[config.mk]
export PLATFORM = sky130hd
export DESIGN_NAME = mux_scan_serializer
export DESIGN_NICKNAME = d
export VERILOG_FILES = /design/src/rtl/mux_scan_pkg.sv /design/src/rtl/mux_scan_sel_cnt.sv /design/src/rtl/mux_scan_serializer.sv
export SDC_FILE = /design/constraint.sdc
export NUM_CORES = 1
export LEC_CHECK = 0
export CORE_MARGIN = 1
export CORE_UTILIZATION = 35
export DETAILED_ROUTE_END_ITERATION = 8
export PLACE_DENSITY = 0.77
export SYNTH_ARGS = -nofsm -noshare
export SYNTH_HDL_FRONTEND = slang
export SYNTH_SLANG_ARGS = --single-unit
[constraint.sdc]
create_clock -name clk -period 3.8 [get_ports clk]
set_clock_uncertainty 0.15 [all_clocks]
set_input_delay 0.76 -clock clk [delete_from_list [all_inputs] [get_ports clk]]
set_output_delay 0.76 -clock clk [all_outputs]
set_load 0.05 [all_outputs]
[src/rtl/mux_scan_pkg.sv]
// Shared types and limits for the mux scan serializer and its select counter.
package mux_scan_pkg;

   localparam int MAX_INPUTS = 16;
   localparam int MIN_INPUTS = 2;

   typedef enum logic [0:0] {
      IDLE = 1'b0,
      SCAN = 1'b1
   } state_t;

   function automatic int sel_w(int n);
      return $clog2(n);
   endfunction

endpackage

[src/rtl/mux_scan_sel_cnt.sv]
// Modulo-INPUTS select counter: loads the first channel, steps toward the last, flags the last.
// Latency: select updates one cycle after load/step; is_last is combinational from the register.
module mux_scan_sel_cnt
   import mux_scan_pkg::*;
#(
   parameter  int INPUTS    = 6,
   parameter  bit MSB_FIRST = 1'b0,
   localparam int SEL_W     = sel_w(INPUTS)
) (
   input  logic             clk,
   input  logic             rst_n,
   input  logic             load_i,
   input  logic             step_i,
   output logic [SEL_W-1:0] sel_o,
   output logic             is_last_o
);

   localparam logic [SEL_W-1:0] TOP   = SEL_W'(INPUTS - 1);
   localparam logic [SEL_W-1:0] FIRST = MSB_FIRST ? TOP : SEL_W'(0);
   localparam logic [SEL_W-1:0] LAST  = MSB_FIRST ? SEL_W'(0) : TOP;

   logic [SEL_W-1:0] sel_q, sel_d;

   // Wrapping on LAST keeps the select inside 0..INPUTS-1 even for non power-of-2 sizes.
   always_comb begin
      sel_d = sel_q;
      if (load_i) begin
         sel_d = FIRST;
      end else if (step_i) begin
         if (sel_q == LAST)  sel_d = FIRST;
         else if (MSB_FIRST) sel_d = sel_q - 1'b1;
         else                sel_d = sel_q + 1'b1;
      end
   end

   always_ff @(posedge clk or negedge rst_n) begin
      if (!rst_n) sel_q <= '0;
      else        sel_q <= sel_d;
   end

   assign sel_o     = sel_q;
   assign is_last_o = (sel_q == LAST);

endmodule

[src/rtl/mux_scan_serializer.sv]
// Holds a parallel word on the mux data bus, scans the select and streams the mux output bit.
// First bit one cycle after accept; back-to-back words without a bubble; stalls hold everything.
module mux_scan_serializer
   import mux_scan_pkg::*;
#(
   parameter  int INPUTS    = 6,
   parameter  bit MSB_FIRST = 1'b0,
   localparam int SEL_W     = sel_w(INPUTS)
) (
   input  logic              clk,
   input  logic              rst_n,
   input  logic              in_valid,
   output logic              in_ready,
   input  logic [INPUTS-1:0] in_data,
   output logic [INPUTS-1:0] mux_a,
   output logic [SEL_W-1:0]  mux_s,
   input  logic              mux_y,
   output logic              out_valid,
   input  logic              out_ready,
   output logic              out_bit,
   output logic              out_last,
   output logic              err
);

   if (INPUTS < MIN_INPUTS || INPUTS > MAX_INPUTS) begin : g_bad_inputs
      $error("mux_scan_serializer: INPUTS=%0d outside %0d..%0d", INPUTS, MIN_INPUTS, MAX_INPUTS);
   end

   state_t            state_q, state_d;
   logic [INPUTS-1:0] mux_a_q, mux_a_d;
   logic              err_q, err_d;
   logic              scan, is_last, accept, beat, step_sel;

   assign scan      = (state_q == SCAN);
   assign out_valid = scan;
   assign out_bit   = mux_y;
   assign out_last  = scan & is_last;
   // Ready passes straight through from out_ready on the final beat so words stream gap-free.
   assign in_ready  = ~scan | (out_last & out_ready);
   assign accept    = in_valid & in_ready;
   assign beat      = out_valid & out_ready;
   assign step_sel  = beat & ~is_last;
   assign mux_a     = mux_a_q;
   assign err       = err_q;

   always_comb begin
      state_d = state_q;
      case (state_q)
         IDLE:    if (accept) state_d = SCAN;
         SCAN:    if (beat && is_last) state_d = accept ? SCAN : IDLE;
         default: state_d = IDLE;
      endcase
   end

   always_comb begin
      mux_a_d = accept ? in_data : mux_a_q;
      err_d   = err_q | (beat & (mux_y != mux_a_q[mux_s]));
   end

   always_ff @(posedge clk or negedge rst_n) begin
      if (!rst_n) begin
         state_q <= IDLE;
         mux_a_q <= '0;
         err_q   <= 1'b0;
      end else begin
         state_q <= state_d;
         mux_a_q <= mux_a_d;
         err_q   <= err_d;
      end
   end

   mux_scan_sel_cnt #(
      .INPUTS    (INPUTS),
      .MSB_FIRST (MSB_FIRST)
   ) u_sel_cnt (
      .clk       (clk),
      .rst_n     (rst_n),
      .load_i    (accept),
      .step_i    (step_sel),
      .sel_o     (mux_s),
      .is_last_o (is_last)
   );

endmodule

==> results of run 1 <==
flip-flops by register name, indices dropped and copies added (netlist names):
| register | flops |
|---|---|
| mux_a | 6 |
| out_valid | 1 |
| err | 1 |
| u_sel_cnt.sel_o | 3 |
power breakdown:
group	total [W]	switching, W	internal [W]
logic	0.000496	0.000294	0.000202
clock network	0.0000787	0.0000381	0.0000405
registers	0.000224	0.0000560	0.000168
kinds of logic (layout without fill, tap and decap cells):
family                    after synthesis  after routing  synth area share
DFF                                    11             11             0.526
AOI/OAI and AO/OA                       3              3            0.0454
muxes                                  10             10             0.220
buffers and inverters                   2             28            0.0239
and+or+nand+nor                        14             14             0.151
xor gates and xnor gates                2              2            0.0335
cell usage after synthesis (2+ instances only):
| cell | n | area (µm²) |
|---|---|---|
| sky130_fd_sc_hd__nor2_1 | 3 | 11.3 |
| sky130_fd_sc_hd__mux2_2 | 8 | 90.1 |
| sky130_fd_sc_hd__and3_2 | 2 | 15.0 |
| sky130_fd_sc_hd__dfrtp_1 | 11 | 275 |
| sky130_fd_sc_hd__nand2_1 | 2 | 7.51 |
| sky130_fd_sc_hd__nor2b_1 | 3 | 18.8 |
worst register-to-register path: stages, from the launching register on:
cell	delay, ns
sky130_fd_sc_hd__dfrtp_1	0.49
sky130_fd_sc_hd__mux2_2	0.37
sky130_fd_sc_hd__a222oi_1	0.39
sky130_fd_sc_hd__xnor2_1	0.12
sky130_fd_sc_hd__a31o_1	0.22
placed cells by master, fill, tap and decap left out, drive strengths merged:
cell type      instances
dfrtp                 11
clkbuf                 4
nand2b                 1
mux2i                  1
a31o                   1
nor3                   1
mux2                   9
nor2                   3
nand4b                 1
nor2b                  3
xnor2                  1
and2                   1
nand2                  2
clkdlybuf4s50         24
xor2                   1
a21oi                  1
and3                   2
a222oi                 1
final cells by class:
cell class | instances | area (µm²)
multi-input cells | 29 | 235
fillers | 131 | 554
flip-flops and latches | 11 | 275
repair buffers | 24 | 240
clock buffers | 4 | 26.3
well taps | 15 | 18.8
layer usage:
metal / vias up / global-route usage / share of wire
met1: 207 / 0.203 / 0.48
met3: 2 / 0.0326 / 0.038
met5: - / 0 / 0
met2: 14 / 0.254 / 0.46
li1: 201 / - / -
met4: 0 / 0.125 / 0.017
path summary, 6_finish.rpt:
path	from	endpoint	slack, ns	cells after the start
worst max-delay path	out_ready	in_ready	0.56	4
worst min-delay path	err	err	0.32	1
worst max register to register	u_sel_cnt.sel_o[0]	err	1.95	4
worst min register to register	err	err	0.32	1
max in group asynchronous	rst_n	mux_a[4]	2.48	1
min in group asynchronous	rst_n	u_sel_cnt.sel_o[0]	0.68	1
per-stage QoR:
stage                     instance area [µm²]  worst slack (ns)  cells  total power (W)
after global routing                      796             0.504     83         0.000845
after floorplan                           523              1.56     42         0.000565
after CTS                                 796             0.556     83         0.000805
after detailed placement                  769             0.562     79         0.000724
final                                     796             0.560     83         0.000798
after global placement                    769             0.614     79         0.000717
==> metrics.yaml, run 1 <==
critical_path:
  startpoint_type: "input port"
  timing.critical_path.cells: "clkdlybuf4s50_1 > nand4b_1 > nand2_1 > clkdlybuf4s50_1"
  worst-path-buf-inv: 2
  worstPathArrival_ns: 2.33
  worst-endpoint-required_ns: 2.89
  critPathKind: "input port to output port"
  cp_slowest_cell: "sky130_fd_sc_hd__clkdlybuf4s50_1"
  critPathCaptureType: "output port"
  worstPathMaxFanout: 4
  cpMostUsedCell: "sky130_fd_sc_hd__clkdlybuf4s50_1"
  cp_top_family: "buffers and inverters"
  critical_path.max_stage_delay_ns: 0.80
sta:
  relSlewSlack: 0.661
  final.hold.worst_slack_ns: 0.319
  setup_total_negative_slack_ns: 0
  setup_viol_count_final: 0
  final.min_clock_period_ns: 3.24
  drv_slew: 0
  rsz0062_at_grt: "no"
  tightest_slew_ns: 0.508
  tcrit_tclk_final: 0.853
  final_hold_viol_count: 0
  max_freq_ghz: 0.309
cells_and_area:
  insertedDiodeCount: 0
  areaGrowthSynthToFinish_pct: 52.2
  postLayoutCoreUtil: 0.589
  fraction_of_final_layout_cells_with_drive_strength_greater_than_1: 0.206
  design.final.nets: 80
outcome:
  run_status: "finished clean"
routing:
  detail_route.iter0.violations: 7
  wire_per_inst_um: 13.1
  wirelength_mm: 1.09
  route.detailed.vias_per_inst: 5.11
  detail_route.first_pass.iterations: 4
  vias: 424
  detail_route.drc_violations: 0
  final_antenna_net_count: 0
clock_tree:
  cts_tree: "done"
  clkLatencyLatePin_ns: 0.26
  cts-hold-fix-buffers: 0
  cts.repair.resized: 0
  cts.htree.levels: 1
  cts_max_path_buffers: 2
  root_buffer: "sky130_fd_sc_hd__clkbuf_4"
  cts-buffers-inserted: 3
  worst_setup_hold_path_clk_slew_ns: 0.07
  setup_fix_buffers_added_after_clock_tree_synthesis: 0
  cts.sinks: 11
logic_synthesis:
  mappedNetlistNets: 53
  synth_cell_type_count: 19
  synth_ff_type: "sky130_fd_sc_hd__dfrtp_1"
  netlist_area_um2: 523
  number_of_warnings_reported_in_the_yosys_synthesis_log: 0
  ys_seq_elements: 11
  syn_area_per_cell_um2: 12.5
  syn_inst: 42
  synth_enable_flop_cells: 0
  synth.yosys.seq_area_share: 0.526
  synth_async_sr_flop_share: 1.00
die:
  placementRows: 13
  pin_count: 25
  die-width_um: 40.7
  die_footprint_um2: 1650
  design.core.area_um2: 1350
  die_h_um: 40.7
  floorplan.initialDensity: 0.387
global_route:
  number_of_antenna_violations_at_the_first_check_in_global_routing: 0
  grt-ovfl-total: 0
  pin_count_of_the_biggest_net_entering_global_routing: 12
  via_count_of_the_first_global_routing_pass: 384
  grt.total_usage: 0.166
  global_route_wire_length_before_repair_mm: 1.70
job:
  maxCapViolCount: 0
hold_path:
  path_category_of_the_worst_min_delay_check: "register to register"
place:
  place_congestion: 0.690
  number_of_i_o_port_buffers: 24
  post-dp-hpwl_um: 841
power_and_ir_drop:
  power_density_nw_per_um2: 1000
  cellLeakagePower_nw: 0.329
  ir_worst_vdd_v: 0.000540
Power figures use the tool's default switching activity.
==> run 2, diff against run 1 <==
Clock period 3.8 ns to 3.55 ns, I/O delays scaled along.
==> run 2 against run 1 <==
Die area did not move. Design area did not move. Clock power rose by 5.6%. Non-clock buffer count did not move. Sequential power rose by 7%. First-iteration DRC count did not move. Core utilization did not move. Hold slack improved by 0.0025 ns. Count of clock-buffer cells in the layout did not move. Combinational power rose by 6.7%. Sequential share of layout area did not move. Flip-flop and latch count did not move. Critical endpoint unchanged.
==> metrics.yaml, run 2 (same netlist as run 1, synthesis figures left out) <==
outcome:
  run_status: "finished clean"
place:
  post-dp-hpwl_um: 840  # -0.18%
  number_of_i_o_port_buffers: 24  # unchanged
  place_congestion: 0.690  # about the same
routing:
  routedLengthMet1_um: 498  # -4.2%
  route.detailed.vias_per_inst: 5.07  # -0.71%
  final_antenna_net_count: 0  # unchanged
  vias: 421  # -0.71%
  route.met3.wl_um: 51  # +21%
  detail_route.first_pass.iterations: 4  # unchanged
  wl_met2_um: 528  # +4.1%
  wirelength_mm: 1.08  # -1.3%
  detail_route.iter0.violations: 7  # unchanged
  route.top_layer_used: "met3"
  detail_route.drc_violations: 0  # unchanged
  wire_per_inst_um: 13.0  # -1.3%
cells_and_area:
  layout.cells.most_common: "sky130_fd_sc_hd__clkdlybuf4s50_1"
  insertedDiodeCount: 0  # unchanged
  fraction_of_final_layout_cells_with_drive_strength_greater_than_1: 0.206  # unchanged
  largest_register_ff_count: 6  # unchanged
  final.fill_count: 130  # -0.76%
  areaGrowthSynthToFinish_pct: 52.2  # unchanged
  final_cell_mix: "sky130_fd_sc_hd__clkdlybuf4s50_1 (24), sky130_fd_sc_hd__dfrtp_1 (11), sky130_fd_sc_hd__mux2_2 (8)"
  design.final.nets: 80  # unchanged
sta:
  max_freq_ghz: 0.320
  final_hold_viol_count: 0  # unchanged
  final.min_clock_period_ns: 3.13
  relSlewSlack: 0.658  # -0.00221
  drv_slew: 0  # unchanged
  tightest_slew_ns: 0.511  # +0.00330 ns
  final.hold.worst_slack_ns: 0.321  # +0.00250 ns
  setup_total_negative_slack_ns: 0  # unchanged
  setup_viol_count_final: 0  # unchanged
  tcrit_tclk_final: 0.881
  rsz0062_at_grt: "no"
clock_tree:
  cts.repair.resized: 0  # unchanged
  setup_fix_buffers_added_after_clock_tree_synthesis: 0  # unchanged
  cts.htree.levels: 1  # unchanged
  worst_setup_hold_path_clk_slew_ns: 0.07  # about the same
  clkLatencyLatePin_ns: 0.26  # about the same
  cts_tree: "done"
  cts.sinks: 11  # unchanged
  cts-hold-fix-buffers: 0  # unchanged
  root_buffer: "sky130_fd_sc_hd__clkbuf_4"
  cts-buffers-inserted: 3  # unchanged
  cts_max_path_buffers: 2  # unchanged
critical_path:
  critical_path.max_stage_delay_ns: 0.80  # about the same
  worstPathMaxFanout: 4  # unchanged
  critPathKind: "input port to output port"
  worst-endpoint-required_ns: 2.69  # -0.20 ns
  worst-path-buf-inv: 2  # unchanged
  timing.critical_path.cells: "clkdlybuf4s50_1 > nand4b_1 > nand2_1 > clkdlybuf4s50_1"
  cp_top_family: "buffers and inverters"
  cp_slowest_cell: "sky130_fd_sc_hd__clkdlybuf4s50_1"
  critPathCaptureType: "output port"
  worstPathArrival_ns: 2.27  # -0.06 ns
  cpMostUsedCell: "sky130_fd_sc_hd__clkdlybuf4s50_1"
  startpoint_type: "input port"
die:
  die_footprint_um2: 1650  # unchanged
  pin_count: 25  # unchanged
  design.core.area_um2: 1350  # unchanged
  die-width_um: 40.7  # unchanged
  placementRows: 13  # unchanged
  floorplan.initialDensity: 0.387  # unchanged
  die_h_um: 40.7  # unchanged
power_and_ir_drop:
  cellLeakagePower_nw: 0.329  # unchanged
  design_power_w: 0.000852  # +6.8%
  ir_worst_vdd_v: 0.000580  # +7.4%
  power_density_nw_per_um2: 1070  # +6.8%
global_route:
  global_route_wire_length_before_repair_mm: 1.66  # -2.4%
  via_count_of_the_first_global_routing_pass: 373  # -2.9%
  number_of_antenna_violations_at_the_first_check_in_global_routing: 0  # unchanged
  pin_count_of_the_biggest_net_entering_global_routing: 12  # unchanged
  grt.total_usage: 0.161  # -0.00441
  grt-ovfl-total: 0  # unchanged
job:
  maxCapViolCount: 0  # unchanged
hold_path:
  path_category_of_the_worst_min_delay_check: "register to register"
run 2: per-stage QoR:
| step | setup WS [ns] | util | cells | instance area, µm² |
|---|---|---|---|---|
| after floorplan | 1.31 | - | 42 | 523 |
| after global routing | 0.359 | 0.589 | 83 | 796 |
| after CTS | 0.421 | 0.589 | 83 | 796 |
| after detailed placement | 0.424 | 0.570 | 79 | 769 |
| after global placement | 0.464 | 0.570 | 79 | 769 |
| final | 0.424 | 0.589 | 83 | 796 |
run 2: worst paths after layout:
check,cells after the start,from,end,slack (ns)
hold / removal,1,err,err,0.32
min in group asynchronous,1,rst_n,u_sel_cnt.sel_o[2],0.63
hold reg to reg,1,err,err,0.32
setup reg to reg,4,u_sel_cnt.sel_o[0],err,1.70
max in group asynchronous,1,rst_n,mux_a[4],2.28
setup / recovery,4,out_ready,in_ready,0.42
run 2: final cells by class:
type	count	area, µm²	area share
timing repair buffer	24	240	0.302
multi-input combinational	29	235	0.296
clock buffer	4	26.3	0.0330
sequential	11	275	0.346
tap	15	18.8	0.0236
run 2: where the power goes:
group	total [W]	internal (W)	leakage [nW]	switching (W)
logic	0.000529	0.000216	0.188	0.000313
clock network	0.0000831	0.0000434	0.0150	0.0000398
registers	0.000240	0.000180	0.126	0.0000605
total	0.000852	0.000439	0.329	0.000413
run 2: metal layers:
| layer | vias up | global-route usage |
|---|---|---|
| li1 | 201 | - |
| met1 | 204 | 0.190 |
| met2 | 16 | 0.266 |
| met3 | 0 | 0.0326 |
| met4 | 0 | 0.100 |
| met5 | - | 0 |
==> run 3, diff against run 2 <==
Settings changed: CORE_UTILIZATION 35 to 38, PLACE_DENSITY 0.77 to 0.82.
==> run 3 against run 2 <==
Cell count unchanged. First-iteration DRC count is 71% lower. Sequential share of layout area unchanged. Sequential power is essentially flat. Combinational power hardly changed. Flip-flop and latch count stayed put. Design area did not move. Clock power grew 1%. Core utilization rose by 3.0 points. Critical path type unchanged. Largest power group unchanged.
==> metrics.yaml, run 3 (same netlist as run 1, synthesis figures left out) <==
clock_tree:
  cts_tree: "done"
  clkLatencyLatePin_ns: 0.27  # about the same
  cts.sinks: 11  # unchanged
  worst_setup_hold_path_clk_slew_ns: 0.06  # about the same
  root_buffer: "sky130_fd_sc_hd__clkbuf_4"
  cts_max_path_buffers: 2  # unchanged
  cts-buffers-inserted: 3  # unchanged
  cts.repair.resized: 0  # unchanged
  cts.htree.levels: 1  # unchanged
  setup_fix_buffers_added_after_clock_tree_synthesis: 0  # unchanged
  cts-hold-fix-buffers: 0  # unchanged
sta:
  relSlewSlack: 0.663  # +0.00477
  final.min_clock_period_ns: 3.13  # +0.00180 ns
  final_hold_viol_count: 0  # unchanged
  rsz0062_at_grt: "no"
  max_freq_ghz: 0.320  # about the same
  fin_worst_setup_slack_ns: 0.422  # -0.00180 ns
  tightest_slew_ns: 0.504  # -0.00713 ns
  drv_slew: 0  # unchanged
  tcrit_tclk_final: 0.881  # about the same
  setup_viol_count_final: 0  # unchanged
  setup_total_negative_slack_ns: 0  # unchanged
place:
  post-dp-hpwl_um: 716  # -15%
  placement.cell_area_um2: 769  # unchanged
  place_ws_ns: 0.433  # +0.00872 ns
  place_congestion: 0.708  # +2.5%
  number_of_i_o_port_buffers: 24  # unchanged
cells_and_area:
  final_cell_mix: "sky130_fd_sc_hd__clkdlybuf4s50_1 (24), sky130_fd_sc_hd__dfrtp_1 (11), sky130_fd_sc_hd__mux2_2 (8)"
  insertedDiodeCount: 0  # unchanged
  design.final.nets: 80  # unchanged
  layout.cell_area.non_filler_um2: 796  # unchanged
  multi_input_area_um2: 235  # unchanged
  area.sequential_um2: 275  # unchanged
  layout.cells.most_common: "sky130_fd_sc_hd__clkdlybuf4s50_1"
  areaGrowthSynthToFinish_pct: 52.2  # unchanged
  final.fill_count: 113  # -13%
  largest_register_ff_count: 6  # unchanged
  fraction_of_final_layout_cells_with_drive_strength_greater_than_1: 0.206  # unchanged
routing:
  final_antenna_net_count: 0  # unchanged
  detail_route.drc_violations: 0  # unchanged
  route.detailed.vias_per_inst: 4.99  # -1.7%
  wirelength_um: 970  # -9.9%
  wire_per_inst_um: 11.7  # -9.9%
  detail_route.iter0.violations: 2  # -5
  vias: 414  # -1.7%
  detail_route.first_pass.iterations: 5  # +1
outcome:
  run_status: "finished clean"
global_route:
  grt_most_used_layer: "met1"
  pin_count_of_the_biggest_net_entering_global_routing: 12  # unchanged
  number_of_antenna_violations_at_the_first_check_in_global_routing: 0  # unchanged
  grt-ovfl-total: 0  # unchanged
  grtUsageMet2: 0.213  # -0.0534
  grt.total_usage: 0.156  # -0.00550
  via_count_of_the_first_global_routing_pass: 369  # -1.1%
  global_route_wire_length_before_repair_mm: 1.53  # -7.5%
  gr-usage-met1: 0.214  # +0.0240
  grt_util_met3: 0.0520  # +0.0194
power_and_ir_drop:
  power_density_nw_per_um2: 1070  # -0.22%
  ir_worst_vdd_v: 0.000569  # -1.9%
  cellLeakagePower_nw: 0.329  # unchanged
hold_path:
  path_category_of_the_worst_min_delay_check: "register to register"
die:
  die_h_um: 39.1  # -3.8%
  die_footprint_um2: 1530  # -7.5%
  pin_count: 25  # unchanged
  die-width_um: 39.1  # -3.8%
  placementRows: 13  # unchanged
  floorplan.initialDensity: 0.407  # +0.0196
  design.core.area_um2: 1280  # -4.8%
critical_path:
  timing.critical_path.cells: "clkdlybuf4s50_1 > nand4b_1 > nand2_1 > clkdlybuf4s50_1"
  critPathCaptureType: "output port"
  cp_slowest_cell: "sky130_fd_sc_hd__clkdlybuf4s50_1"
  startpoint_type: "input port"
  worstPathMaxFanout: 4  # unchanged
  cp_top_family: "buffers and inverters"
  critPathKind: "input port to output port"
  critical_path.max_stage_delay_ns: 0.80  # about the same
  worst-endpoint-required_ns: 2.69  # about the same
  worst-path-buf-inv: 2  # unchanged
  worstPathArrival_ns: 2.27  # about the same
  cpMostUsedCell: "sky130_fd_sc_hd__clkdlybuf4s50_1"
job:
  maxCapViolCount: 0  # unchanged
-- run 3: metal layers --
metal  part of all wire  wire (µm)
met2               0.43        414
met4              0.013         13
met1               0.49        479
met3              0.065         63
met5                  0          0
-- run 3: through the flow --
| stage | power, W | util | cells | hold slack (ns) |
|---|---|---|---|---|
| floorplan | 0.000605 | - | 42 | 0.264 |
| global placement | 0.000767 | 0.599 | 79 | 0.305 |
| detailed placement | 0.000771 | 0.599 | 79 | 0.321 |
| CTS | 0.000858 | 0.619 | 83 | 0.336 |
| global route | 0.000902 | 0.619 | 83 | 0.358 |
| finish | 0.000850 | 0.619 | 83 | 0.326 |
-- run 3: final cells by class --
| cell class | instances | share of cell area |
|---|---|---|
| clock buffers | 4 | 0.0330 |
| multi-input cells | 29 | 0.296 |
| flip-flops and latches | 11 | 0.346 |
| well taps | 15 | 0.0236 |
| repair buffers | 24 | 0.302 |
-- run 3: worst reg2reg max path: stages (launching register included) --
cell,delay [ns]
sky130_fd_sc_hd__dfrtp_1,0.50
sky130_fd_sc_hd__mux2_2,0.38
sky130_fd_sc_hd__a222oi_1,0.35
sky130_fd_sc_hd__xnor2_1,0.12
sky130_fd_sc_hd__a31o_1,0.23
-- run 3: path summary, 6_finish.rpt --
check,startpoint,end,slack (ns),depth (start not counted)
setup / recovery,out_ready,in_ready,0.42,4
max in group asynchronous,rst_n,u_sel_cnt.sel_o[2],2.32,1
setup reg to reg,u_sel_cnt.sel_o[0],err,1.73,4
min in group asynchronous,rst_n,mux_a[4],0.61,1
hold reg to reg,err,err,0.33,1
hold / removal,err,err,0.33,1
-- run 3: power breakdown --
part           total [W]  internal, W  switching [W]
sequential      0.000240     0.000180      0.0000600
clock          0.0000840    0.0000435      0.0000405
combinational   0.000527     0.000216       0.000311
total           0.000850     0.000439       0.000411
